[src/rtl/fib_arb_pkg.sv]
// fib_arb_pkg: shared FSM state type and sizing constants for fib_arb
package fib_arb_pkg;
  typedef enum logic [1:0] {IDLE, ISSUE, WAIT, DONE} state_t;
  localparam int DW_DEF = 20;
  localparam int IW_DEF = 5;
  localparam int MAX_I = 30;
endpackage

[src/rtl/fib_arb_rr.sv]
// rr_arb2: two-way round-robin grant, favouring the requester that was not served last
module rr_arb2 (
  input  logic [1:0] pending,
  input  logic       last_grant,
  output logic       grant
);
  always_comb grant = &pending ? ~last_grant : pending[1];
endmodule

[src/rtl/fib_arb.sv]
// fib_arb: two-requester arbiter for a shared Fibonacci engine; range check enabled by FIB_ARB_RANGE_CHK_EN
module fib_arb
  import fib_arb_pkg::*;
#(
  parameter int DW = DW_DEF,
  parameter int IW = IW_DEF
) (
  input  logic          clk,
  input  logic          reset_n,
  input  logic          req0_start,
  input  logic [IW-1:0] req0_i,
  output logic          req0_ready,
  output logic          req0_done_tick,
  output logic [DW-1:0] req0_f,
  output logic          req0_err,
  input  logic          req1_start,
  input  logic [IW-1:0] req1_i,
  output logic          req1_ready,
  output logic          req1_done_tick,
  output logic [DW-1:0] req1_f,
  output logic          req1_err,
  output logic          eng_start,
  output logic [IW-1:0] eng_i,
  input  logic          eng_ready,
  input  logic          eng_done_tick,
  input  logic [DW-1:0] eng_f
);
  state_t state_q, state_d;
  logic [1:0] pending_q, pending_d;
  logic last_grant_q, last_grant_d, grant_q, grant_d, arb_grant, oor, done;
  logic [IW-1:0] idx0_q, idx0_d, idx1_q, idx1_d, idx_g;
  logic [DW-1:0] f0_q, f0_d, f1_q, f1_d;
  rr_arb2 u_arb (.pending(pending_q), .last_grant(last_grant_q), .grant(arb_grant));
  assign idx_g = grant_q ? idx1_q : idx0_q;
`ifdef FIB_ARB_RANGE_CHK_EN
  assign oor = int'(idx_g) > MAX_I;
`else
  assign oor = 1'b0;
`endif
  always_comb begin
    state_d = state_q;
    pending_d = pending_q;
    last_grant_d = last_grant_q;
    grant_d = grant_q;
    idx0_d = idx0_q;
    idx1_d = idx1_q;
    f0_d = f0_q;
    f1_d = f1_q;
    if (req0_start && !pending_q[0]) begin
      pending_d[0] = 1'b1;
      idx0_d = req0_i;
    end
    if (req1_start && !pending_q[1]) begin
      pending_d[1] = 1'b1;
      idx1_d = req1_i;
    end
    case (state_q)
      IDLE: if (|pending_q) begin
        grant_d = arb_grant;
        state_d = ISSUE;
      end
      ISSUE: if (oor) begin
        f0_d = grant_q ? f0_q : '0;
        f1_d = grant_q ? '0 : f1_q;
        state_d = DONE;
      end else if (eng_ready) state_d = WAIT;
      WAIT: if (eng_done_tick) begin
        f0_d = grant_q ? f0_q : eng_f;
        f1_d = grant_q ? eng_f : f1_q;
        state_d = DONE;
      end
      DONE: begin
        pending_d[grant_q] = 1'b0;
        last_grant_d = grant_q;
        state_d = IDLE;
      end
      default: state_d = IDLE;
    endcase
  end
  always_ff @(posedge clk) begin
    if (!reset_n) begin
      state_q <= IDLE;
      pending_q <= '0;
      last_grant_q <= 1'b1;
      grant_q <= 1'b0;
      idx0_q <= '0;
      idx1_q <= '0;
      f0_q <= '0;
      f1_q <= '0;
    end else begin
      state_q <= state_d;
      pending_q <= pending_d;
      last_grant_q <= last_grant_d;
      grant_q <= grant_d;
      idx0_q <= idx0_d;
      idx1_q <= idx1_d;
      f0_q <= f0_d;
      f1_q <= f1_d;
    end
  end
  assign done = reset_n && state_q == DONE;
  assign eng_start = reset_n && state_q == ISSUE && !oor && eng_ready;
  assign eng_i = idx_g;
  assign req0_ready = !pending_q[0] || !reset_n;
  assign req1_ready = !pending_q[1] || !reset_n;
  assign req0_done_tick = done && !grant_q;
  assign req1_done_tick = done && grant_q;
  assign req0_f = f0_q;
  assign req1_f = f1_q;
  assign req0_err = req0_done_tick && oor;
  assign req1_err = req1_done_tick && oor;
endmodule

[config.mk]
export PLATFORM = sky130hd
export DESIGN_NAME = fib_arb
export DESIGN_NICKNAME = d
export VERILOG_FILES = /design/src/rtl/fib_arb_pkg.sv /design/src/rtl/fib_arb_rr.sv /design/src/rtl/fib_arb.sv
export SDC_FILE = /design/constraint.sdc
export NUM_CORES = 1
export LEC_CHECK = 0
export CORE_MARGIN = 1
export CORE_UTILIZATION = 43
export DETAILED_ROUTE_END_ITERATION = 12
export GPL_TIMING_DRIVEN = 0
export PLACE_DENSITY = 0.79
export SYNTH_ARGS = -nofsm -noshare
export SYNTH_HDL_FRONTEND = slang
export SYNTH_SLANG_ARGS = --single-unit
[constraint.sdc]
create_clock -name clk -period 1.5 [get_ports clk]
set_input_delay 0.3 -clock clk [delete_from_list [all_inputs] [get_ports clk]]
set_output_delay 0.3 -clock clk [all_outputs]
set_load 0.005 [all_outputs]
# Word level (Yosys, flattened, before mapping)
# Cells that the tools add are included.
dict set report totals {
  out_inout_bits 52
  input_bits 36
  elab_cells 52
  reg_bits 56
}
dict set report classes {
  n_mux 11
  bitwise_logic 4
  eq_ne 6
  magnitude_cmp 2
  reduce_logical 21
}
# op n
set op_table {}
lappend op_table {{$reduce_and A3 Y1} 3}
lappend op_table {{$logic_and A1 B1 Y1} 8}
lappend op_table {{$mux W2} 4}
lappend op_table {{$pmux W2 S4} 1}
lappend op_table {{$ne A2 B2 Y1 const B} 3}
lappend op_table {{$mux W5} 1}
lappend op_table {{$eq A2 B2 Y1 const B} 2}
lappend op_table {{$logic_not A1 Y1} 4}
lappend op_table {{$mux W1} 4}
lappend op_table {{$reduce_and A2 Y1} 2}
lappend op_table {{$and A2 B2 Y2} 1}
lappend op_table {{$eq A2 B1 Y1 const B} 1}
lappend op_table {{$logic_not A2 Y1} 1}
lappend op_table {{$logic_or A1 B1 Y1} 2}
lappend op_table {{$lt A1 B2 Y1 const B} 1}
lappend op_table {{$not A1 Y1} 2}
lappend op_table {{$not A2 Y2} 1}
lappend op_table {{$reduce_or A2 Y1} 1}
lappend op_table {{$demux W1 S1} 1}
lappend op_table {{$ge A1 B1 Y1 const B} 1}

# Depth between registers and ports, before layout
# Gate-level depths: netlist of the first run.
dict set report depth {
  depth_word 7
  ltp_mapped 6
  depth_no_buf 5
}

# Cells and area by module
# Synthesis of the first run repeated with hierarchy kept, for this count alone.
dict set report unflattened {
  cells_unflattened 260
  area_unflattened_um2 2301.0
}
# mod seq_area_each_um2 area_each_um2 cells_per_inst instances
set modules_own_cells {}
lappend modules_own_cells {fib_arb 1121.1 2289.7 259 1}
lappend modules_own_cells {rr_arb2 0.0 11.3 1 1}

# Worst setup path before layout of the first run
# OpenSTA, ideal clock, no wires.
dict set report synth_path {
  path_kind {reg2reg}
  from {register state_q[0]}
  to {register state_q[0]}
  setup_ns 0.072
  n_path_buf 0
  stages_incl_launch_ff 5
  period_less_slack_ns 1.263
  setup_slack_ns 0.237
  arrival_ns 1.191
  t_required_ns 1.428
  cell_sequence {dfxtp_1 -> inv_1 -> ha_1 -> a221oi_2 -> mux2i_1}
}
dict set report synth_via {
  elab_chain_cells 3
  word_cells_on_any_way 9
  cone_classes {6 x eq/ne; 1 x mux; 2 x reduce/logical}
}
# element line_no
set synth_rtl {}
lappend synth_rtl {{start: declaration} fib_arb.sv:28} ;# state_t state_q, state_d;
lappend synth_rtl {{start signal: assignment} fib_arb.sv:91} ;# state_q <= state_d;
lappend synth_rtl {{$eq A2 B2 Y1 (tied with other cells)} fib_arb.sv:57} ;# case (state_q)
lappend synth_rtl {{$ne A2 B2 Y1 (no line)} n/a}
lappend synth_rtl {{$reduce_and A3 Y1 (no line)} n/a}
# Several ways; a longest one is shown, not always the timed one.
# A chain may end at the register's enable or synchronous reset.

# Worst setup path after layout of the first run
dict set report layout_path {
  from {register grant_q}
  to {output port eng_i[2]}
}
dict set report layout_via {
  elab_chain_cells 1
}
# element line_no
set layout_rtl {}
lappend layout_rtl {{start: declaration} fib_arb.sv:30} ;# logic last_grant_q, last_grant_d, grant_q, grant_d, arb_grant, oor, done;
lappend layout_rtl {{start signal: assignment} fib_arb.sv:94} ;# grant_q <= grant_d;
lappend layout_rtl {{$mux W5} fib_arb.sv:34} ;# assign idx_g = grant_q ? idx1_q : idx0_q;
lappend layout_rtl {{end: declaration} fib_arb.sv:23} ;# output logic [IW-1:0] eng_i,
# No other way between the ends.

==> impl_metrics.yaml, run 1 <==
drt:
  wirelength_mm: 6.24
  post-route-drc-count: 0
  drt_iter0_drc: 77
  vias_per_cell: 4.88
  wl_per_cell_um: 14.3
  antenna_left: 0
  vias: 2131
  firstDrtPassIters: 4
final_layout:
  diodes: 0
  finish.instance_area_sq_um: 3610
  layout_common_cells: "nand2_1, clkdlybuf4s50_1, dfxtp_1, a21boi_1, nor2b_1"
  area_delta_synth_final_pct: 56.7
  drive_gt1_share_pct: 18.3
  multi_input_area_sq_um: 1150
  final-seq-area_sq_um: 1140
  nNetsFinal: 407
  final_common_cell: "nand2_1"
  fin_cells: 437
  fillers: 419
grt:
  antenna_found_initial: 0
  grt_max_degree: 16
  overflow: 0
  use_met1_pct: 25.5
  grt_busiest_layer: "met2"
  grt_pass1_wl_mm: 8.95
  grt.total_usage_pct: 21.0
  use_met3_pct: 5.62
  use_met2_pct: 36.2
  grt_pass1_vias: 1924
die:
  die_area_sq_um: 5660
  die_h_um: 75.2
  initial_core_util_pct: 44.8
  die_w_um: 75.2
  rows: 26
  ios: 88
  core_area_sq_um: 5140
sta:
  drv_slew: 0
  rsz0062_at_grt: "yes"
  max_freq_ghz: 0.652
  hold_ws_ns: 0.424
  min_period_ns: 1.53
  worst_slack_ns: -0.0340
  hold_violations: 0
  fin_crit_sh_pct: 102
  fin_setup_tns_ns: -0.148
  skew_ns: 0.00396
  setup_violations: 6
synth:
  synthCells: 260
  synth_area_sq_um: 2300
  synth_edf_count: 0
  yosysUniqueCellTypes: 24
  ys_ff_latch: 56
  ys.flop_type: "dfxtp_1"
  async_reset_ff_share_pct: 0
  yosysWarnings: 0
  ys_seq_area_share_pct: 48.6
  avgSynthCellArea_sq_um: 8.86
place:
  dpl.cell_count: 416
  post-place-ws_ns: -0.760
  placed_area_sq_um: 3250
  place.gp.congestion: 0.695
  port_buffers: 85
  dpl.hpwl_mm: 3.97
worst_setup_path:
  critPathLaunchType: "flip-flop"
  required_ns: 1.20
  cp-end-kind: "primary output"
  critPathKind: "reg2out"
  worstPathMaxFanout: 5
  rr_worst_depth: 5
  arrival_ns: 1.23
hold_path:
  hold_path_class: "in2reg"
  worst_hold_path.num_cells: 3
power_and_ir_drop:
  p_int_uw: 2690
  p_seq_share_pct: 45.8
  p_clk_share_pct: 22.2
  vdd_drop_max_mv: 0.598
  leakage_uw: 0.00146
  power_density_nw_per_um2: 1050
  switching_power_uw: 1100
  switching_share_pct: 29.0
  p_comb_share_pct: 32.0
clocking:
  cts_num_sinks: 56
  root_buffer: "clkbuf_8"
  cts_buffer_depth: 2
  ctsHoldBuffers: 0
  clock_latency_ns: 0.30
  clkTransAtPathRegs_ns: 0.09
  cts_buffers: 5
  h-tree-depth: 2
  tritoncts: "built"
run_status:
  violations: "setup timing"
  status: "finished, violations left"
job:
  drv_cap: 0
path summary, 6_finish.rpt:
path,start,endpoint,slack (ns)
worst min register to register,req1_f[18]$_SDFFE_PN0P_,req1_f[18]$_SDFFE_PN0P_,0.45
worst min-delay path,reset_n,last_grant_q$_SDFFE_PN1N_,0.42
worst max register to register,state_q[0]$_SDFFE_PN0P_,state_q[0]$_SDFFE_PN0P_,0
worst max-delay path,grant_q$_SDFFE_PN0P_,eng_i[2],-0.03
synthesized netlist by cell type (4+ instances only):
cell | number | area, sq um
nand2_1 | 87 | 327
mux2_2 | 5 | 56.3
buf_4 | 4 | 30.0
and3_1 | 4 | 25.0
clkbuf_1 | 5 | 18.8
dfxtp_1 | 56 | 1120
mux2i_1 | 12 | 120
ha_1 | 5 | 62.6
buf_2 | 9 | 45.0
a21boi_1 | 40 | 300
nor2b_1 | 14 | 87.6
inv_1 | 5 | 18.8
metal layers:
metal / part of all wire (%) / wire, um
met1: 43 / 2670
met2: 49 / 3080
met3: 5.7 / 356
met4: 2.0 / 127
met5: 0 / 0
kinds of logic (layout without fill, tap and decap cells):
family | Yosys count | in the layout | share of synthesized area [%]
other | 1 | 2 | 0.163
AO/OA/AOI/OAI | 48 | 48 | 15.6
adder cells (fa/ha/maj) | 5 | 5 | 2.71
flip-flops | 56 | 56 | 48.6
buffers and inverters | 24 | 130 | 5.10
multiplexers | 17 | 17 | 7.65
AND/OR/NAND/NOR | 109 | 109 | 20.1
area by class of cell:
cell class                      instances  share of cell area (%)
Buffer                                 19                    4.57
Inverter                                5                   0.693
Timing Repair Buffer                   98                    26.3
Sequential cell                        56                    31.6
Clock buffer                            8                    2.49
Tap cell                               70                    2.42
Multi-Input combinational cell        181                    31.9
metrics by stage:
step           utilization [%]  total power (uW)
2_1_floorplan                -              2210
6_report                  70.3              3790
5_1_grt                   70.3              3960
3_3_place_gp              63.2              2590
3_5_place_dp              63.2              2610
4_1_cts                   67.3              3570
power groups by stage:
| stage | clock (uW) | combinational [uW] | sequential (uW) |
|---|---|---|---|
| 2_1_floorplan | 0 | 486 | 1720 |
| 3_3_place_gp | 0 | 862 | 1720 |
| 3_5_place_dp | 0 | 885 | 1730 |
| 4_1_cts | 858 | 987 | 1730 |
| 5_1_grt | 909 | 1310 | 1750 |
| 6_report | 843 | 1210 | 1740 |
registers in the layout, summed over array words and instances, names as in the netlist:
signal / cells
grant_q: 1
idx0_q: 5
idx1_q: 5
last_grant_q: 1
pending_q: 2
req0_f: 20
req1_f: 20
state_q: 2
critical path: stages (launching register included):
cell and delay, ns:
dfxtp_4 0.38, buf_8 0.12, mux2_4 0.31, buf_6 0.11
repair_timing:
item | 4_1_cts | 5_1_grt
endpoints found under the hold margin | 0 | 0
endpoints found under the setup margin | 13 | 57
buffers inserted | 5 | 5
pin swaps | 1 | 2
gates resized for setup | 72 | 35
cloned | 1 | 2
(Power assumes the default switching activity.)
==> inputs of run 2 (changes only) <==
--- a/config.mk
+++ b/config.mk
@@ -6,10 +6,11 @@
 export NUM_CORES = 1
 export LEC_CHECK = 0
 export CORE_MARGIN = 1
-export CORE_UTILIZATION = 43
+export CORE_UTILIZATION = 35
 export DETAILED_ROUTE_END_ITERATION = 12
 export GPL_TIMING_DRIVEN = 0
-export PLACE_DENSITY = 0.79
+export PLACE_DENSITY = 0.66
 export SYNTH_ARGS = -nofsm -noshare
 export SYNTH_HDL_FRONTEND = slang
+export SYNTH_HIERARCHICAL = 1
 export SYNTH_SLANG_ARGS = --single-unit
==> impl_metrics.yaml, run 2 <==
drt:
  vias: 2071
  post-route-drc-count: 0
  firstDrtPassIters: 4
  wl_per_cell_um: 13.6
  wirelength_mm: 6.04
  drt_iter0_drc: 81
  antenna_left: 0
  vias_per_cell: 4.65
die:
  core_area_sq_um: 6350
  die_area_sq_um: 6900
  die_w_um: 83.1
  die_h_um: 83.1
  rows: 29
  ios: 88
  initial_core_util_pct: 36.2
sta:
  rsz0062_at_grt: "yes"
  worst_slack_ns: -0.0402
  max_freq_ghz: 0.649
  fin_crit_sh_pct: 103
  skew_ns: 0.00706
  fin_setup_tns_ns: -0.163
  setup_violations: 7
  drv_slew: 0
  hold_violations: 0
  hold_ws_ns: 0.403
  min_period_ns: 1.54
place:
  dpl.cell_count: 423
  port_buffers: 85
  place.gp.congestion: 0.726
  post-place-ws_ns: -0.863
  dpl.hpwl_mm: 4.09
  placed_area_sq_um: 3250
final_layout:
  final_common_cell: "nand2_1"
  nNetsFinal: 408
  area_delta_synth_final_pct: 60.2
  fin_cells: 445
  finish.instance_area_sq_um: 3690
  layout_common_cells: "nand2_1, clkdlybuf4s50_1, a21boi_0, dfxtp_1, buf_6"
  diodes: 0
  drive_gt1_share_pct: 22.8
clocking:
  h-tree-depth: 2
  root_buffer: "clkbuf_8"
  cts_buffers: 5
  cts_buffer_depth: 2
  tritoncts: "built"
  clkTransAtPathRegs_ns: 0.09
  cts_num_sinks: 56
  ctsHoldBuffers: 0
  clock_latency_ns: 0.31
synth:
  yosysUniqueCellTypes: 23
  async_reset_ff_share_pct: 0
  synth_commonest_cells: "nand2_1, dfxtp_1, a21boi_0, mux2i_1, nor2b_1"
  synth_edf_count: 0
  synth_top_area_share_pct: 48.7
  synth_most_common_cell: "nand2_1"
  ys_ff_latch: 56
  synth_area_leader_cell: "dfxtp_1"
  ys_seq_area_share_pct: 48.7
  ys.flop_type: "dfxtp_1"
  yosys-top-cells-area: "dfxtp_1, nand2_1, a21boi_0"
  synth_area_sq_um: 2300
  yosysWarnings: 6
  avgSynthCellArea_sq_um: 8.85
  synthCells: 260
worst_setup_path:
  cp-end-kind: "primary output"
  ff2ff_setup_slack_ns: 0.01
  r2r_end: "state_q[0]$_SDFFE_PN0P_"
  worstPathMaxFanout: 5
  r2r-start: "state_q[0]$_SDFFE_PN0P_"
  arrival_ns: 1.24
  critPathKind: "reg2out"
  rr_worst_depth: 6
  critPathLaunchType: "flip-flop"
  required_ns: 1.20
hold_path:
  worst_hold_path.num_cells: 3
  hold_path_startpoint: "reset_n"
  worstHoldEndpoint: "last_grant_q$_SDFFE_PN1N_"
  hold_path_class: "in2reg"
grt:
  grt_max_degree: 17
  antenna_found_initial: 0
  grt_pass1_wl_mm: 9.69
  grt.total_usage_pct: 17.4
  overflow: 0
  grt_pass1_vias: 1987
power_and_ir_drop:
  leakage_uw: 0.00149
  power_density_nw_per_um2: 1080
  vdd_drop_max_mv: 0.636
run_status:
  status: "finished, violations left"
  violations: "setup timing"
job:
  drv_cap: 0
-- run 2: cells by family after synthesis --
family | share of synthesized area (%)
multiplexers | 8.10
other | 0.163
AO/OA/AOI/OAI | 15.7
adder cells (fa/ha/maj) | 2.72
flip-flops | 48.7
buffers and inverters | 4.89
AND/OR/NAND/NOR | 19.7
-- run 2: worst max-delay path, stage by stage, from the launching register on --
cell	delay (ns)
dfxtp_2	0.37
buf_6	0.14
mux2_4	0.31
buf_6	0.12
-- run 2: cell type report --
| cell class | instances | area (sq um) |
|---|---|---|
| Timing Repair Buffer | 99 | 998 |
| Buffer | 19 | 140 |
| Multi-Input combinational cell | 180 | 1140 |
| Fill cell | 567 | 2660 |
| Tap cell | 77 | 96.3 |
| Sequential cell | 56 | 1150 |
| Clock inverter | 1 | 30.0 |
| Inverter | 6 | 27.5 |
| Clock buffer | 7 | 96.3 |
-- run 2: routing by layer --
layer | up-vias | GRT usage (%) | wire length [um]
met5 | - | 0 | 0
met4 | 0 | 3.29 | 42
met2 | 70 | 27.8 | 2770
met3 | 6 | 5.86 | 450
met1 | 941 | 23.0 | 2770
li1 | 1054 | - | -
-- run 2: worst max path at each step --
stage | from | end | slack, ns | depth (start not counted)
4_1_cts | state_q[0]$_SDFFE_PN0P_ | req1_f[2]$_SDFFE_PN0P_ | -0.07 | 7
2_1_floorplan | state_q[0]$_SDFFE_PN0P_ | state_q[0]$_SDFFE_PN0P_ | 0.10 | 4
3_3_place_gp | reset_n | eng_start | -0.81 | 4
3_5_place_dp | reset_n | eng_start | -0.86 | 4
6_report | grant_q$_SDFFE_PN0P_ | eng_i[0] | -0.04 | 3
5_1_grt | grant_q$_SDFFE_PN0P_ | eng_i[0] | -0.09 | 3
-- run 2: what timing repair did --
item                       in CTS  in global routing
buffers inserted               11                  2
cloned                          1                  0
pin swaps                       2                  4
hold endpoints to repair        0                  0
setup endpoints to repair      34                 73
gates resized for setup        78                 50
-- run 2: where the power goes --
part,internal (uW),switching [uW],total [uW]
logic,681,504,1180
registers,1630,74.4,1710
clock network,590,484,1070
total,2900,1060,3960
-- run 2: per-stage QoR --
| step | utilization [%] | power, uW |
|---|---|---|
| finish | 58.0 | 3960 |
| global route | 58.0 | 4180 |
| CTS | 56.0 | 3850 |
| detailed placement | 51.2 | 2540 |
| global placement | 51.2 | 2520 |
| floorplan | - | 2140 |
